File: src/rtl/risc_mgmt_alu_arbiter_pkg.sv
// Shared types for the RISC-MGMT ALU arbiter: data word, ALU opcodes, arbiter states.
// ALU_ADD is encoded as zero so an idle extension port reads as all-zero.
package risc_mgmt_alu_arbiter_pkg;

    localparam int RMGMT_MAX_EXT = 8;

    typedef logic [31:0] word_t;

    typedef enum logic [3:0] {
        ALU_ADD  = 4'd0,
        ALU_SUB  = 4'd1,
        ALU_AND  = 4'd2,
        ALU_OR   = 4'd3,
        ALU_XOR  = 4'd4,
        ALU_SLL  = 4'd5,
        ALU_SRL  = 4'd6,
        ALU_SRA  = 4'd7,
        ALU_SLT  = 4'd8,
        ALU_SLTU = 4'd9
    } aluop_t;

    typedef enum logic [1:0] {
        IDLE = 2'd0,
        EXEC = 2'd1,
        DONE = 2'd2
    } arb_state_t;

    function automatic int idx_width(input int n);
        return (n > 1) ? $clog2(n) : 1;
    endfunction

endpackage

File: src/rtl/risc_mgmt_alu_arbiter_rr_pick.sv
// Combinational round-robin picker: first set request after i_last, wrapping modulo N.
// Reusable by any RISC-MGMT arbiter; no winner means o_onehot is all zero.
module rr_priority_pick
    import risc_mgmt_alu_arbiter_pkg::*;
#(
    parameter int N     = 4,
    parameter int IDX_W = idx_width(N)
) (
    input  logic [N-1:0]     i_req,
    input  logic [IDX_W-1:0] i_last,
    output logic [N-1:0]     o_onehot,
    output logic [IDX_W-1:0] o_idx
);

    logic [IDX_W:0] w_pos;
    logic           w_found;

    always_comb begin
        o_onehot = '0;
        o_idx    = '0;
        w_found  = 1'b0;
        w_pos    = '0;
        // One extra bit holds last+k before folding back into 0..N-1.
        for (int k = 1; k <= N; k++) begin
            w_pos = {1'b0, i_last} + (IDX_W+1)'(k);
            if (w_pos >= (IDX_W+1)'(N)) begin
                w_pos = w_pos - (IDX_W+1)'(N);
            end
            if (!w_found && i_req[w_pos[IDX_W-1:0]]) begin
                w_found = 1'b1;
                o_idx   = w_pos[IDX_W-1:0];
            end
        end
        if (w_found) begin
            o_onehot[o_idx] = 1'b1;
        end
    end

endmodule

File: src/rtl/risc_mgmt_alu_arbiter.sv
// Shares the execute-stage ALU between the core (always first) and N_EXT extensions, round-robin.
// Define RISC_MGMT_ALU_ARB_STATS_EN to add the stall_cnt / grant_cnt statistics outputs.
module risc_mgmt_alu_arbiter
    import risc_mgmt_alu_arbiter_pkg::*;
#(
    parameter int N_EXT = 4,
    parameter int IDX_W = idx_width(N_EXT)
) (
    input  logic             CLK,
    input  logic             nRST,
    input  logic             core_alu_req,
    input  logic [N_EXT-1:0] ext_req,
    input  word_t            ext_data_0 [N_EXT],
    input  word_t            ext_data_1 [N_EXT],
    input  aluop_t           ext_op     [N_EXT],
    output logic [N_EXT-1:0] ext_done,
    output logic [N_EXT-1:0] ext_busy,
    output word_t            ext_res,
    output logic             alu_sel_ext,
    output word_t            alu_port_a,
    output word_t            alu_port_b,
    output aluop_t           alu_op_ext,
    input  word_t            alu_res
`ifdef RISC_MGMT_ALU_ARB_STATS_EN
    ,
    output logic [31:0]      stall_cnt,
    output logic [15:0]      grant_cnt [N_EXT]
`endif
);

    arb_state_t       r_state;
    arb_state_t       w_state_nxt;
    logic [IDX_W-1:0] r_grant_idx;
    logic [IDX_W-1:0] r_last_idx;
    word_t            r_res_q;
    logic [N_EXT-1:0] w_pick_onehot;
    logic [IDX_W-1:0] w_pick_idx;
    logic             w_load;
    logic             w_capture;
    logic             w_granted_req;

    rr_priority_pick #(
        .N     (N_EXT),
        .IDX_W (IDX_W)
    ) u_pick (
        .i_req    (ext_req),
        .i_last   (r_last_idx),
        .o_onehot (w_pick_onehot),
        .o_idx    (w_pick_idx)
    );

    assign w_granted_req = ext_req[r_grant_idx];

    always_comb begin
        w_state_nxt = r_state;
        w_load      = 1'b0;
        w_capture   = 1'b0;
        alu_sel_ext = 1'b0;
        ext_done    = '0;
        case (r_state)
            IDLE: begin
                if (|w_pick_onehot) begin
                    w_load      = 1'b1;
                    w_state_nxt = EXEC;
                end
            end
            EXEC: begin
                // A dropped request aborts before the core check, so it never captures.
                if (!w_granted_req) begin
                    w_state_nxt = IDLE;
                end else if (!core_alu_req) begin
                    alu_sel_ext = 1'b1;
                    w_capture   = 1'b1;
                    w_state_nxt = DONE;
                end
            end
            DONE: begin
                ext_done[r_grant_idx] = 1'b1;
                w_state_nxt           = IDLE;
            end
            default: w_state_nxt = IDLE;
        endcase
    end

    assign alu_port_a = alu_sel_ext ? ext_data_0[r_grant_idx] : '0;
    assign alu_port_b = alu_sel_ext ? ext_data_1[r_grant_idx] : '0;
    assign alu_op_ext = alu_sel_ext ? ext_op[r_grant_idx] : ALU_ADD;
    assign ext_busy   = ext_req & ~ext_done;
    assign ext_res    = r_res_q;

    always_ff @(posedge CLK) begin
        if (!nRST) begin
            r_state <= IDLE;
        end else begin
            r_state <= w_state_nxt;
        end
    end

    always_ff @(posedge CLK) begin
        if (!nRST) begin
            r_grant_idx <= '0;
            r_last_idx  <= IDX_W'(N_EXT - 1);
            r_res_q     <= '0;
        end else begin
            if (w_load) begin
                r_grant_idx <= w_pick_idx;
            end
            if (w_capture) begin
                r_res_q    <= alu_res;
                r_last_idx <= r_grant_idx;
            end
        end
    end

`ifdef RISC_MGMT_ALU_ARB_STATS_EN
    logic [31:0] r_stall_cnt;
    logic [15:0] r_grant_cnt [N_EXT];

    always_ff @(posedge CLK) begin
        if (!nRST) begin
            r_stall_cnt <= '0;
            for (int i = 0; i < N_EXT; i++) begin
                r_grant_cnt[i] <= '0;
            end
        end else begin
            if (r_state == EXEC && w_granted_req && core_alu_req && !(&r_stall_cnt)) begin
                r_stall_cnt <= r_stall_cnt + 32'd1;
            end
            for (int i = 0; i < N_EXT; i++) begin
                if (w_capture && r_grant_idx == IDX_W'(i) && !(&r_grant_cnt[i])) begin
                    r_grant_cnt[i] <= r_grant_cnt[i] + 16'd1;
                end
            end
        end
    end

    assign stall_cnt = r_stall_cnt;
    assign grant_cnt = r_grant_cnt;
`endif

endmodule

File: config.mk
export PLATFORM = sky130hd
export DESIGN_NAME = risc_mgmt_alu_arbiter
export DESIGN_NICKNAME = d
export VERILOG_FILES = /design/src/rtl/risc_mgmt_alu_arbiter_pkg.sv /design/src/rtl/risc_mgmt_alu_arbiter_rr_pick.sv /design/src/rtl/risc_mgmt_alu_arbiter.sv
export SDC_FILE = /design/constraint.sdc
export NUM_CORES = 1
export LEC_CHECK = 0
export CAP_MARGIN = 20
export CORE_AREA = 2 2 163 165
export DETAILED_ROUTE_END_ITERATION = 6
export DIE_AREA = 0 0 165 167
export DONT_BUFFER_PORTS = 1
export PLACE_DENSITY = 0.38
export SYNTH_ARGS = -nofsm -noshare
export SYNTH_HDL_FRONTEND = slang
export SYNTH_SLANG_ARGS = --single-unit
File: constraint.sdc
create_clock -name CLK -period 2.1 [get_ports CLK]
set_input_delay 0.21 -clock CLK [delete_from_list [all_inputs] [get_ports CLK]]
set_output_delay 0.21 -clock CLK [all_outputs]
set_load 0.02 [all_outputs]
# Yosys cells after proc, flatten, opt, wreduce, memory -nomap -nowiden
# Index checks and enable logic that the tools add are counted.
dict set report totals {
  wordCells 92
  output_inout_bits 109
  mem_count 0
  rom_bits 0
  ram_bits 0
  ff_bits 38
  latch_bits 0
  inputBits 311
}
dict set report op_classes {
  n_mux 49
  addsub 8
  bitwise_logic 3
  n_div 0
  shift 0
  n_mul 0
  n_lt_le_gt_ge 13
  n_reduce_logical 11
  eq_ne 4
}
# op n
set ops {}
lappend ops {{32-bit two-way mux} 6}
lappend ops {{32-bit binary-select mux with 2-bit select} 2}
lappend ops {{2-bit two-way mux} 11}
lappend ops {{4-bit two-way mux} 5}
lappend ops {{2-bit by 3-bit less-than comparator with 1-bit output (second input constant)} 6}
lappend ops {{1-bit two-way mux} 16}
lappend ops {{3-bit greater-or-equal comparator (second input constant)} 5}
lappend ops {{1-bit binary-select mux with 2-bit select} 5}
lappend ops {{4-bit binary-select mux with 2-bit select} 1}
lappend ops {{2-bit by 1-bit subtractor with 2-bit output (second input constant)} 4}
lappend ops {{2-bit by 2-bit adder with 3-bit output (second input constant)} 2}
lappend ops {{1-bit logical AND} 5}
lappend ops {{4-bit AND} 1}
lappend ops {{1-bit demux with 2-bit select} 2}
lappend ops {{2-bit by 1-bit greater-or-equal comparator with 1-bit output (second input constant)} 2}
lappend ops {{4-bit inverter} 1}
lappend ops {{2-bit one-hot mux with 2 select lines} 1}
lappend ops {{4-bit OR reduction} 1}
lappend ops {{2-bit by 1-bit adder with 3-bit output (second input constant)} 1}
lappend ops {{2-bit by 3-bit adder with 3-bit output (second input constant)} 1}
lappend ops {{1-bit zero test} 3}
lappend ops {{3-bit inequality test (second input constant)} 1}
lappend ops {{2-bit inverter with 3-bit output} 1}
lappend ops {{2-bit by 1-bit equality test with 1-bit output (second input constant)} 1}
lappend ops {{4 further kinds} 4}

# Logic depth before layout (Yosys ltp)
# Gate-level depths: netlist of the first run.
dict set report depth {
  depth_word 23
  ltp_mapped 8
  depth_no_buf 4
}

# Hierarchy
# From an unflattened synthesis of the first run, not the netlist that was laid out.
dict set report hier_totals {
  cells_unflattened 374
  hier_area_um2 3970.1
}
# module area_each_um2 instances cells_each seq_area_each_um2
set modules_own_cells {}
lappend modules_own_cells {risc_mgmt_alu_arbiter 3751.1 1 341 760.7}
lappend modules_own_cells {rr_priority_pick 219.0 1 33 0.0}

# Least setup slack after synthesis of the first run
# No wires, ideal clock.
dict set report synth_timing {
  kind {flip-flop to output port}
  from {register r_grant_idx[0]}
  to {output alu_port_a[14]}
  path_buffers 4
  path_slack_ns 0.198
  arrival_time_ns 1.692
  required_time_ns 1.890
  path_stages_with_launch 9
  cell_sequence {dfxtp_1 > buf_6 > mux2_4 > and3_4 > or2_1 > buf_2 > buf_6 > clkbuf_1 > and2_1}
}
dict set report synth_between {
  elab_chain_cells 5
  elab_cells_between_ends 9
  cone_classes {8 x mux; 1 x bitwise}
}
# element line
set synth_rtl {}
lappend synth_rtl {{start, declared} risc_mgmt_alu_arbiter.sv:33} ;# logic [IDX_W-1:0] r_grant_idx;
lappend synth_rtl {{start signal, assigned} risc_mgmt_alu_arbiter.sv:106} ;# r_grant_idx <= w_pick_idx;
lappend synth_rtl {{1-bit binary-select mux with 2-bit select / 2-bit inverter with 3-bit output (equally long branches)} {risc_mgmt_alu_arbiter.sv:52, risc_mgmt_alu_arbiter.sv:85}}
lappend synth_rtl {{1-bit two-way mux (not written as such) / 32-bit binary-select mux with 2-bit select (equally long branches)} {risc_mgmt_alu_arbiter.sv:52, risc_mgmt_alu_arbiter.sv:85}}
lappend synth_rtl {{1-bit two-way mux / 32-bit two-way mux (equally long branches)} {risc_mgmt_alu_arbiter.sv:69, risc_mgmt_alu_arbiter.sv:85}}
lappend synth_rtl {{1-bit two-way mux / 32-bit two-way mux (equally long branches)} {risc_mgmt_alu_arbiter.sv:60, risc_mgmt_alu_arbiter.sv:85}}
lappend synth_rtl {{32-bit two-way mux (*)} risc_mgmt_alu_arbiter.sv:85} ;# assign alu_port_a = alu_sel_ext ? ext_data_0[r_grant_idx] : '0;
lappend synth_rtl {{end, declared} risc_mgmt_alu_arbiter.sv:20} ;# output word_t alu_port_a,
# Mark *: on every way between the ends. The rest lies on a longest branch, timed or not. The select of a mux whose other input is x is not followed.

# Worst setup path in the final report of the first run
dict set report layout_timing {
  from {register r_grant_idx[0]}
  to {output alu_port_b[28]}
}
dict set report layout_between {
  elab_chain_cells 5
  elab_cells_between_ends 9
  cone_classes {8 x mux; 1 x bitwise}
}
# element line
set layout_rtl {}
lappend layout_rtl {{1-bit binary-select mux with 2-bit select / 2-bit inverter with 3-bit output (equally long branches)} {risc_mgmt_alu_arbiter.sv:52, risc_mgmt_alu_arbiter.sv:86}}
lappend layout_rtl {{1-bit two-way mux (not written as such) / 32-bit binary-select mux with 2-bit select (equally long branches)} {risc_mgmt_alu_arbiter.sv:52, risc_mgmt_alu_arbiter.sv:86}}
lappend layout_rtl {{1-bit two-way mux / 32-bit two-way mux (equally long branches)} {risc_mgmt_alu_arbiter.sv:69, risc_mgmt_alu_arbiter.sv:86}}
lappend layout_rtl {{1-bit two-way mux / 32-bit two-way mux (equally long branches)} {risc_mgmt_alu_arbiter.sv:60, risc_mgmt_alu_arbiter.sv:86}}
lappend layout_rtl {{32-bit two-way mux (*)} risc_mgmt_alu_arbiter.sv:86} ;# assign alu_port_b = alu_sel_ext ? ext_data_1[r_grant_idx] : '0;
lappend layout_rtl {{end, declared} risc_mgmt_alu_arbiter.sv:21} ;# output word_t alu_port_b,
# Marks and branches as above.

==> results of run 1 <==
==> layout make-up <==
| type | instances | area [µm²] |
|---|---|---|
| fillers | 2758 | 20750 |
| inverters | 3 | 11.26 |
| clock buffers | 6 | 138.9 |
| clock inverters | 2 | 15.01 |
| flip-flops and latches | 38 | 768.2 |
| diodes | 12 | 30.03 |
| well taps | 335 | 419.2 |
| repair buffers | 40 | 664.4 |
| multi-input cells | 273 | 2965 |
==> worst min path at each step <==
stage	to	slack (ns)	cells after the start
after floorplan	ext_res[0]	0.35	2
after global placement	r_last_idx[1]	0.30	1
after detailed placement	r_last_idx[1]	0.31	1
after CTS	r_last_idx[1]	0.002	1
after global routing	r_last_idx[1]	0.03	1
final	r_last_idx[1]	0.03	1
==> metal layers <==
| layer | wire [µm] | share of wire (%) | global-route usage [%] |
|---|---|---|---|
| met4 | 273 | 1.3 | 4.877 |
| met2 | 10400 | 51 | 21.85 |
| met3 | 2043 | 10 | 3.836 |
| met1 | 7602 | 37 | 15.83 |
| met5 | 13 | 0.064 | 0 |
==> sequential cells by signal, summed over array words and instances (netlist names) <==
name and flops:
r_last_idx 2, r_grant_idx 2, r_state 2, ext_res 32
==> power by group <==
| part | switching (W) | leakage [nW] | internal, W | total, W |
|---|---|---|---|---|
| clock network | 0.000327 | 0.0779 | 0.000478 | 0.000805 |
| registers | 0.0000776 | 0.310 | 0.000763 | 0.000841 |
| logic | 0.000556 | 1.27 | 0.000706 | 0.00126 |
| total | 0.000960 | 1.66 | 0.00195 | 0.00291 |
==> repair_timing <==
action | in CTS | in global routing
pin swaps | 1 | 3
cloned | 6 | 3
gates resized for setup | 123 | 18
endpoints found under the setup margin | 68 | 67
buffers inserted | 8 | 2
==> cells in the mapped netlist (5+ instances only) <==
library cell,n,area share [%]
clkbuf_1,23,2.3
nor2_1,6,0.60
dfxtp_1,38,20
nand2_1,67,6.7
buf_2,8,1.1
and2_1,69,12
buf_6,5,1.5
mux4_2,68,41
o21ai_0,7,0.94
mux2i_1,33,8.9
==> cells by family after synthesis <==
kind of cell / synth area share (%)
flops: 20.41
simple gates: 21.62
compound gates: 2.316
buf+inv: 5.304
mux: 50.35
==> through the flow <==
step	setup TNS [ns]	area, µm²	instances
after floorplan	0	3727	350
after global placement	0	4280	671
after detailed placement	0	4280	671
after CTS	-5.633	4897	693
after global routing	-7.682	5002	705
final	-1.738	5012	709
==> impl.org, run 1 <==
** Status
- Run status :: finished with violations
- The checks that failed: setup timing.

** Run
- Max-cap violations in this run came to 0.

** Critical path
- Crit path kind :: register to output port
- In this run the worst path has a maximum fanout of 7.
- Data on the critical path arrives at its endpoint at 1.97 ns.
- CP most frequent cell :: buf_12
- Launching element of the worst setup path :: r_grant_idx[0]
- Grouping stages by cell kind, the critical path spends the most delay in simple AND/OR/NAND/NOR gates.
- The endpoint identified for the worst register-to-register timing path is ext_res[12].
- In this run the number of cells on the critical path is 6.
- On the critical path, the stage with the largest delay is an instance of dfxtp_4.
- STA puts the critical path data required time at 1.89 ns.
- Startpoint type of the worst setup path :: register
- Slowest Stage Delay on Critical Path :: 0.41 ns
- Worst r2r src :: r_grant_idx[0]
- R2R cell count :: 7
- The critical path contains buffers and inverters numbering 2 combined.
- Kind of end point of the critical path :: output port
- The signal on the critical path passes through mux2_4 -> and3_4 -> or2_4 -> buf_12 -> and2_4 -> buf_12.
- Worst setup path endpoint :: alu_port_b[28]
- Across all register-to-register paths, the minimum setup slack is 0.14 ns.

** Timing
- Period minus WS final :: 2.185 ns
- RSZ-0062 raised after global routing :: true
- Fin. Hold Viols :: 0
- Peak clock frequency supported by timing :: 0.4577 GHz
- For the final database, setup skew stands at 0.003565 ns.
- The worst pin sits at a relative slew slack of 70.27%.
- For the pin with the worst max-slew slack, the measured transition is 0.4426 ns.
- Final worst slack :: -0.08490 ns
- Final max-slew violation count :: 0
- Setup violations, final :: 44
- Across all hold checks on the routed design, the worst slack comes to 0.03360 ns.
- The final critical path takes up 104.0% of the cycle.

** Floorplanning
- The region available for standard cell placement spans 0.02576 mm².
- The die covers 0.02756 mm².
- Top-Level Pins :: 420
- Starting density of the core :: 14.47%
- Y dimension of the die :: 167 µm
- Chip Width :: 165 µm
- After floorplanning, the core was divided into 59 placement rows.

** Routing
- Count of antenna-violating nets left after detailed routing :: 0
- 1st-iter DRT viols :: 183
- The routed design has 20330 µm of wire.
- Detailed-route wire length per cell :: 28.67 µm
- First-pass detailed-route iteration total :: 6
- Remaining routing DRC violations :: 0
- The detailed router placed 3194 vias in this run.
- In the routed layout, each cell is associated on average with a via count of 4.505.

** Global route
- The first global-routing pass estimated 25360 µm of wire.
- Total track usage :: 13.10%
- Largest net degree at the start of global routing :: 73
- Global routing finished with a remaining overflow of 0.
- Vias in the first global route :: 3430
- Number of antenna violations at the first check in global routing :: 11

** Synthesis
- Post-synth ARST share :: 0%
- Summing every instance area after synthesis gives 0.003727 mm².
- The number of nets handed over by synthesis was 661.
- Count of flip-flops with a built-in enable after synthesis :: 0
- Proportion of synthesized chip area in sequential cells :: 20.41%
- In this run, synthesis produced a sequential element count of 38.
- Dividing the synthesized area by the synthesized cell count gives 10.65 µm².
- Cells after Synth :: 350
- Yosys warning total :: 0
- Post-synth cell types :: 28
- Dominant synthesized flop cell :: dfxtp_1

** Cells and area
- In the final layout, the share of cells above drive strength 1 is 53.31%.
- Nets :: 672
- Most used cells in the layout excluding fill and tap cells :: 68 x mux4_2, 67 x nand2_1, 59 x and2_4
- From synthesis to final layout, the design area changed by 34.47%.
- Commonest non-fill, non-tap cell in the layout :: mux4_2
- Once layout is complete, the utilization of the core stands at 19.46%.

** Clock network
- Counting every sink on the clock net gives 38.
- Post-CTS Hold Buffers :: 0
- Largest buffer count on any clock path :: 2
- After clock tree synthesis, the clock-pin slew on the worst setup and hold paths is 0.06 ns.
- Clock Tree Root :: clkbuf_16
- Buffers inserted during clock tree synthesis total 5.
- Clock insertion delay at the later pin of the skew report :: 0.28 ns
- Clock tree from TritonCTS :: built
- H-tree depth :: 2

** Placed design
- Port buffering added 0 buffers.
- Pre-CTS WS :: 0.05376 ns
- Summed over all nets, the half-perimeter wirelength after detailed placement is 15580 µm.
- Global placer's final weighted congestion :: 0.9366

** Power and ir drop
- Power per Cell Area :: 580.1 mW/mm²
- Summed over all cells, the static leakage comes to 1.657 nW.
- Across the VDD grid, the largest voltage drop is 0.0003596 V.
- Summing internal, switching and leakage power gives 0.002907 W.

** Hold path
- In this run the most critical hold path is launched from nRST.
- Worst hold path class :: input pin to register
No activity file was read; power rests on OpenSTA's default activity.
==> inputs of run 2 (changes only) <==
==> constraint.sdc (replaced) <==
create_clock -name CLK -period 2.1 [get_ports CLK]
set_input_delay 0.315 -clock CLK [delete_from_list [all_inputs] [get_ports CLK]]
set_output_delay 0.315 -clock CLK [all_outputs]
set_load 0.02 [all_outputs]
==> run 2 against run 1 <==
  * The run still ends with setup timing left
  * Non-clock buffer count increased by 12
  * Wire length decreased by 8.5%
  * Clock power down 0.9%
  * Core utilization decreased by 0.087 points
  * Count of clock-buffer cells in the layout is the same
  * Fmax down 2.7%
  * Critical endpoint is now alu_port_a[21]
  * Largest power group unchanged
  * Highest routed layer unchanged
==> impl.org, run 2 (synthesis results as in run 1) <==
** Placed design
- Placed inst area :: 0.004310 mm² (+0.70%)
- The routability congestion estimate was 0.9421 (+0.59%).
- The total instance count after detailed placement was 675 (+0.60%).
- The post-detailed-placement half-perimeter wirelength was 15000 µm (-3.7%).
- Buffers added on ports :: 0 (unchanged)

** Critical path
- Register-to-Register Setup Slack :: 0.08 ns (-0.06 ns)
- In this run the critical register-to-register path is captured at r_state[1].
- R2R cell count :: 8 (+1)
- Startpoint type of the worst setup path :: register
- Crit path kind :: register to output port
- STA classifies the critical path endpoint as an output port.
- The worst endpoint required time came to 1.78 ns (-0.11 ns).
- Critical path peak fanout :: 25 (+18)
- The worst register-to-register path begins at r_grant_idx[0].
- Signal arrival time at the worst endpoint :: 1.93 ns (-0.04 ns)

** Clock network
- The number of buffers added to fix hold violations after cts was 0 (unchanged).
- The deepest clock path buffer count is 2 (unchanged).
- TritonCTS built the clock tree.
- The clock buffer count from CTS was 5 (unchanged).
- Clock Tree Root :: clkbuf_16
- H-tree depth :: 2 (unchanged)
- The clock network latency to the later pin of the worst-skew pair came to 0.28 ns (about the same).
- The clock sink count is 38 (unchanged).
- The post-CTS clock slew at the launch and capture registers of the worst setup and hold paths was 0.06 ns (about the same).

** Floorplanning
- Area of the placeable core :: 0.02576 mm² (unchanged)
- The number of ports placed on the die boundary was 420 (unchanged).
- Chip Width :: 165 µm (unchanged)
- The effective utilization at floorplan is 14.47% (unchanged).
- Area of the die :: 0.02756 mm² (unchanged)
- Number of standard-cell rows in the floorplan :: 59 (unchanged)
- Y dimension of the die :: 167 µm (unchanged)

** Cells and area
- Leaving out fill and tap cells, the most frequent cell in the layout is mux4_2.
- The share of post-route cells with drive strength above 1 was 53.62% (+0.30 points).
- Multi-input gate area :: 0.002942 mm² (-0.80%)
- Post-layout instance area :: 0.004990 mm² (-0.45%)
- The layout net count is 683 (+1.6%).
- Sequential cell area :: 768.2 µm² (unchanged)
- Area overhead of the layout relative to synthesis :: 33.87%
- Max reg flops :: 32 (unchanged)
- Non-filler cells, final :: 710 (+0.14%)
- The top cell types in the final layout, fill and taps aside, are 68 x mux4_2, 67 x nand2_1, 48 x and2_4.
- The number of inserted filler cells in the final layout came to 2803 (+1.6%).

** Hold path
- Min-Delay Startpoint :: nRST
- The path class of the tightest hold or removal check is input pin to register.
- Hold path endpoint :: r_last_idx[0]
- Hold Path Stages :: 1 (unchanged)

** Timing
- The highest attainable clock frequency was 0.4452 GHz (-2.7%).
- The measured slew at the worst slew-check pin was 0.4722 ns (+0.02961 ns).
- Period minus WS final :: 2.246 ns (+0.06125 ns)
- Setup Skew :: 0.005379 ns (+0.001814 ns)
- Setup repair after global routing could not meet its margin everywhere.
- Total negative slack :: -4.343 ns (-2.605 ns)
- Final max-slew violation count :: 0 (unchanged)
- The worst relative slew slack is 68.41% (-1.9 points).
- Final period utilization :: 107.0% (+2.9 points)
- The slack of the critical path is -0.1462 ns (-0.06125 ns).
- The hold violation total from the final report was 0 (unchanged).
- Setup violations, final :: 67 (+52%)

** Status
- The checks that failed: setup timing.
- Run status :: finished with violations

** Routing
- Count of antenna-violating nets left after detailed routing :: 0 (unchanged)
- The wire length per cell came to 26.20 µm (-8.6%).
- First-pass detailed-route iteration total :: 4 (-2)
- The count of unresolved DRC violations after routing is 0 (unchanged).
- The vias per cell is 4.451 (-1.2%).
- Post-detailed-routing wire length :: 18600 µm (-8.5%)
- 1st-iter DRT viols :: 183 (unchanged)
- The total number of vias is 3160 (-1.1%).

** Global route
- The first-pass GRT wire length came to 24160 µm (-4.7%).
- Number of antenna violations at the first check in global routing :: 6 (-5)
- Vias in the first global route :: 3346 (-2.4%)
- Aggregate global routing overflow :: 0 (unchanged)
- Largest net degree at the start of global routing :: 75 (+2.7%)
- Total track usage :: 12.20% (-0.91 points)

** Power and ir drop
- The worst ir drop on vdd is 0.0003488 V (-3.0%).
- The reported leakage power was 1.680 nW (+1.4%).
- The power per cell area was 578.0 mW/mm² (-0.36%).

** Run
- Max capacitance violation total :: 0 (unchanged)
run 2: critical path: stages, from the launching register on:
cell and delay [ns]:
dfxtp_4 0.39, mux2_4 0.31, and3_4 0.17, or2_4 0.29, buf_12 0.18, and2_1 0.14
buf_4 0.15
run 2: power breakdown:
| part | internal (W) | leakage [nW] | total, W | switching [W] |
|---|---|---|---|---|
| registers | 0.000763 | 0.310 | 0.000837 | 0.0000743 |
| clock network | 0.000478 | 0.0778 | 0.000798 | 0.000320 |
| logic | 0.000708 | 1.29 | 0.00125 | 0.000541 |
| total | 0.00195 | 1.68 | 0.00288 | 0.000936 |
run 2: worst max-delay path by stage:
stage	startpoint	to	slack, ns	cells past startpoint
after global placement	r_grant_idx[0]	alu_op_ext[1]	0.03	4
after CTS	r_grant_idx[0]	alu_port_a[21]	-0.17	6
after detailed placement	r_grant_idx[0]	alu_op_ext[1]	0.0004	4
after floorplan	r_grant_idx[0]	alu_port_a[14]	0.09	8
final	r_grant_idx[0]	alu_port_a[21]	-0.15	6
after global routing	r_grant_idx[0]	alu_port_a[21]	-0.21	6
run 2: routing by layer:
layer,GRT usage (%),vias to the layer above,part of all wire [%]
met4,1.474,8,0.64
li1,-,1337,-
met1,14.73,1550,38
met3,4.558,19,11
met2,21.09,246,50
met5,0,-,0.24
run 2: cell type report:
class | count | area share, %
Clock buffer | 6 | 2.783
Inverter | 3 | 0.2257
Clock inverter | 2 | 0.3009
Sequential cell | 38 | 15.40
Timing Repair Buffer | 52 | 13.84
Multi-Input combinational cell | 272 | 58.95
Tap cell | 335 | 8.400
Antenna cell | 2 | 0.1003
run 2: through the flow:
step	utilization, %	power, W	hold slack [ns]	setup slack (ns)
floorplan	-	0.001659	0.4572	0.09302
finish	19.37	0.002884	0.1432	-0.1462
global placement	16.73	0.001851	0.4120	0.03472
CTS	18.80	0.002892	0.1210	-0.1718
detailed placement	16.73	0.001868	0.4249	0.0003639
global route	19.35	0.003065	0.1227	-0.2103
run 2: repair_timing:
item,in CTS,in global routing
pin swaps,1,3
cloned,3,2
gates resized for setup,95,36
setup endpoints to repair,68,93
endpoints found under the hold margin,0,0
setup buffers,18,2
==> inputs of run 3 (changes only) <==
--- a/config.mk
+++ b/config.mk
@@ -6,11 +6,12 @@
 export NUM_CORES = 1
 export LEC_CHECK = 0
 export CAP_MARGIN = 20
-export CORE_AREA = 2 2 163 165
+export CORE_AREA = 2 2 164 166
 export DETAILED_ROUTE_END_ITERATION = 6
-export DIE_AREA = 0 0 165 167
+export DIE_AREA = 0 0 166 168
 export DONT_BUFFER_PORTS = 1
-export PLACE_DENSITY = 0.38
+export PLACE_DENSITY = 0.39
 export SYNTH_ARGS = -nofsm -noshare
 export SYNTH_HDL_FRONTEND = slang
+export SYNTH_HIERARCHICAL = 1
 export SYNTH_SLANG_ARGS = --single-unit
==> run 3 against run 2 <==
  * The run still ends with setup timing left
  * Sequential share of layout area shrank 1.7 points
  * Final cell count is 6.8% higher
  * Largest power group unchanged
  * Die area is 1.2% higher
  * Via count increased by 14%
  * Total power up 2.4%
  * Cell area up 12%
  * Clock power fell by 3%
  * Critical path type unchanged
  * Critical path depth unchanged
  * First-iteration DRC count decreased by 9.3%
  * Wire length rose by 14%
  * Clock skew shrank 0.00080 ns
==> impl.org, run 3 <==
** Status
- Run status :: finished with violations
- The final reports fail on setup timing.

** Routing
- The wire length per cell came to 28.03 µm (+7.0%).
- The vias per cell is 4.732 (+6.3%).
- The sum of routed wire length over all layers was 21250 µm (+14%).
- The initial detailed-routing violation count is 166 (-9.3%).
- Via count :: 3587 (+14%)
- The post-detailed-route count of antenna-violating nets came to 0 (unchanged).
- First-pass detailed-route iteration total :: 4 (unchanged)
- Remaining routing DRC violations :: 0 (unchanged)

** Synthesis
- The post-synth design cell area came to 0.003970 mm² (+6.5%).
- The share of the synthesized area in compound gates (AO/OA/AOI/OAI) is 5.043% (+2.7 points).
- The proportion of netlist area held by the largest area contributor was 38.58% (-2.5 points).
- XOR/XNOR Fraction of Synth Area :: 0% (unchanged)
- Synth Register Bits :: 38 (unchanged)
- Post-synth ARST share :: 0% (unchanged)
- The net count after synthesis was 685 (+3.6%).
- Biggest area contributors in the synthesized netlist :: mux4_2 39%, dfxtp_1 19%, and2_1 11%, mux2i_1 8.3%, nand2_1 6.3%
- Library cell occupying the most area in the post-synthesis netlist :: mux4_2
- The share of cell area taken by muxes after synthesis came to 47.46% (-2.9 points).
- By count the netlist is led by 69 x and2_1, 68 x mux4_2, 67 x nand2_1, 38 x dfxtp_1, 33 x mux2i_1.
- By area, the combinational part of the netlist is dominated by multiplexers.
- Count of flip-flops with a built-in enable after synthesis :: 0 (unchanged)
- Fraction of the mapped netlist area in simple logic gates :: 21.87% (+0.25 points)
- Syn avg cell area :: 10.62 µm² (-0.32%)
- Dominant synthesized flop cell :: dfxtp_1
- The instance count of the mapped netlist is 374 (+6.9%).
- Yosys warning total :: 6 (+6)
- Post-synth cell types :: 43 (+54%)
- The share of the yosys chip area belonging to registers was 19.16% (-1.2 points).
- Leading cell type by number of instances after synthesis :: and2_1
- Adder and majority gate portion of the synthesized area :: 0% (unchanged)

** Cells and area
- The share of post-route cells with drive strength above 1 was 54.22% (+0.60 points).
- In the layout the commonest cells are 68 x mux4_2, 67 x and2_4, 67 x nand2_1.
- Leaving out fill and tap cells, the most frequent cell in the layout is mux4_2.
- The final core utilization is 21.25% (+1.9 points).
- Area overhead of the layout relative to synthesis :: 41.03%
- Nets :: 725 (+6.1%)
- The area of combinational cells with multiple inputs came to 0.003163 mm² (+7.5%).
- The number of inserted filler cells in the final layout was 2846 (+1.5%).
- The sequential cell area is 768.2 µm² (unchanged).
- The number of flip-flops in the largest register was 32 (unchanged).

** Placed design
- The placement-stage worst setup slack was -0.003391 ns (-0.003755 ns).
- The routability congestion estimate came to 0.8534 (-9.4%).
- Buffers added on ports :: 0 (unchanged)
- The post-detailed-placement half-perimeter wirelength is 16450 µm (+9.6%).

** Clock network
- Sink count of the clock tree :: 38 (unchanged)
- Clock Tree Root :: clkbuf_16
- Clock transition time at the flip-flop clock pins of the worst setup and hold paths :: 0.06 ns (about the same)
- The clock buffer count from CTS was 5 (unchanged).
- The deepest clock path buffer count came to 2 (unchanged).
- H-tree depth :: 2 (unchanged)
- TritonCTS built the clock tree.
- The number of buffers added to fix hold violations after cts was 0 (unchanged).
- Clock insertion delay at the later pin of the skew report :: 0.28 ns (about the same)

** Power and ir drop
- Max rail drop VDD :: 0.0002914 V (-16%)
- Overall power consumption :: 0.002952 W (+2.4%)
- Sequential Power Share :: 28.3% (-0.7 points)
- The combinational share of power is 45.4% (+2.1 points).
- The internal power came to 0.002004 W (+2.8%).
- Power per Cell Area :: 527.2 mW/mm² (-8.8%)
- The clock power share was 26.3% (-1.4 points).
- Proportion of total power due to net switching :: 32.12% (-0.32 points)
- Leakage :: 1.946 nW (+16%)
- The switching power is 0.0009483 W (+1.4%).

** Floorplanning
- Top-Level Pins :: 420 (unchanged)
- Area of the placeable core :: 0.02635 mm² (+2.3%)
- The die footprint was 0.02789 mm² (+1.2%).
- Y dimension of the die :: 168 µm (+0.60%)
- The effective utilization at floorplan was 15.07% (+0.60 points).
- The horizontal die dimension is 166 µm (+0.61%).
- Number of standard-cell rows in the floorplan :: 60 (+1.7%)

** Timing
- Final worst slack :: -0.1181 ns (+0.02810 ns)
- Transition time of the tightest slew-check pin :: 0.4679 ns (-0.004323 ns)
- Worst rel slew slack :: 68.77% (+0.36 points)
- Setup violations, final :: 54 (-19%)
- The ratio of final minimum period to clock period was 105.6% (-1.3 points).
- The total negative slack for setup checks was -3.949 ns (+0.3937 ns).
- Final max-slew violation count :: 0 (unchanged)
- RSZ-0062 raised after global routing :: true
- Period minus WS final :: 2.218 ns (-0.02810 ns)
- The setup skew after layout came to 0.004583 ns (-0.0007960 ns).
- Fin. Hold Viols :: 0 (unchanged)
- The highest attainable clock frequency was 0.4508 GHz (+1.3%).

** Hold path
- The worst hold path belongs to the class input pin to register.

** Critical path
- Counting stages on the worst path, the most repeated cell is buf_12.
- The maximum fanout along the worst path is 5 (-80%).
- The setup path with the least slack is of type register to output port.
- The register-to-register setup slack is 0.06 ns (-0.02 ns).
- In this run the critical register-to-register path is captured at ext_res[21].
- Worst r2r src :: r_grant_idx[0]
- STA classifies the critical path endpoint as an output port.
- R2R cell count :: 8 (unchanged)
- On the critical path, the stage with the largest delay is an instance of dfxtp_4.
- The most critical setup path has its startpoint at r_grant_idx[0].
- Slowest Stage Delay on Critical Path :: 0.40 ns (about the same)
- The data arrival at the endpoint of the critical path came to 1.90 ns (-0.03 ns).
- Walking the worst path, the cells encountered are buf_12 -> mux2_4 -> a22o_4 -> buf_12 -> clkbuf_16 -> and2_4.
- The critical path ends at alu_port_a[2].
- The worst setup path is launched from a register.
- The worst endpoint required time was 1.78 ns (about the same).

** Global route
- Aggregate global routing overflow :: 0 (unchanged)
- Total track usage :: 13.83% (+1.6 points)
- Number of antenna violations at the first check in global routing :: 8 (+2)
- First-pass GRT wire length :: 27810 µm (+15%)
- The via count of the first global-routing pass was 3596 (+7.5%).
- The largest net degree at the start of global routing came to 75 (unchanged).

** Run
- The count of max-cap constraint violations is 0 (unchanged).
[run 3: cell count changes after synthesis, moves of 3 or more]
| cell | delta |
|---|---|
| clkbuf_1 | -3 |
| buf_2 | -3 |
| nor3b_1 | -3 |
| a21oi_1 | +4 |
| o21ai_0 | -5 |
| nand3_1 | +3 |
| buf_4 | +9 |
[run 3: what timing repair did]
item,in CTS,in global routing
pin swaps,9,6
endpoints found under the hold margin,0,0
cloned,11,3
setup endpoints to repair,69,74
buffers inserted,18,3
resized for setup,121,28
[run 3: per-layer routing]
layer	share of wire, %	up-vias	global-route usage, %
li1	-	1476	-
met1	36	1818	15.88
met2	53	253	25.42
met3	8.5	34	4.231
met4	2.3	6	2.647
met5	0.21	-	0
[run 3: per-stage QoR]
step                instances  instance area [µm²]  hold WS (ns)
floorplan                 374                 3970        0.4572
global placement          716                 4666        0.4468
detailed placement        716                 4666        0.4480
CTS                       752                 5480        0.1470
global route              757                 5597        0.1649
finish                    758                 5599        0.1605
[run 3: worst min path at each step]
| stage | start | to | slack [ns] | cells past startpoint |
|---|---|---|---|---|
| 2_1_floorplan | alu_res[0] | ext_res[0] | 0.46 | 2 |
| 3_3_place_gp | nRST | r_state[1] | 0.45 | 1 |
| 3_5_place_dp | nRST | r_state[1] | 0.45 | 1 |
| 4_1_cts | nRST | r_state[1] | 0.15 | 1 |
| 5_1_grt | nRST | r_state[1] | 0.16 | 1 |
| 6_report | nRST | r_state[1] | 0.16 | 1 |
[run 3: cell type report]
class	count	share of cell area [%]
diodes	2	0.08939
clock buffers	6	2.480
clock inverters	2	0.2011
inverters	4	0.2682
multi-input cells	293	56.49
flip-flops and latches	38	13.72
well taps	341	7.620
repair buffers	72	19.13
[run 3: cell families (layout without fill, tap and decap cells)]
kind of cell           after synthesis  after routing
AND/OR/NAND/NOR                    161            161
AO/OA/AOI/OAI                       27             29
other                                0              2
flip-flops                          38             38
buffers and inverters               45             84
multiplexers                       103            103
[run 3: power groups by stage]
stage	registers [W]	clock network, W	logic, W
after floorplan	0.000827	0	0.000802
after global placement	0.000852	0	0.000967
after detailed placement	0.000854	0	0.000989
after CTS	0.000835	0.000810	0.00131
after global routing	0.000840	0.000833	0.00141
final	0.000835	0.000778	0.00134
[run 3: worst max-delay path: cells and delay by family, from the launching register on]
family / cells / cell delay, ns
compound gates: 1 / 0.30
buf+inv: 3 / 0.44
simple gates: 1 / 0.16
mux: 1 / 0.31
flops: 1 / 0.40
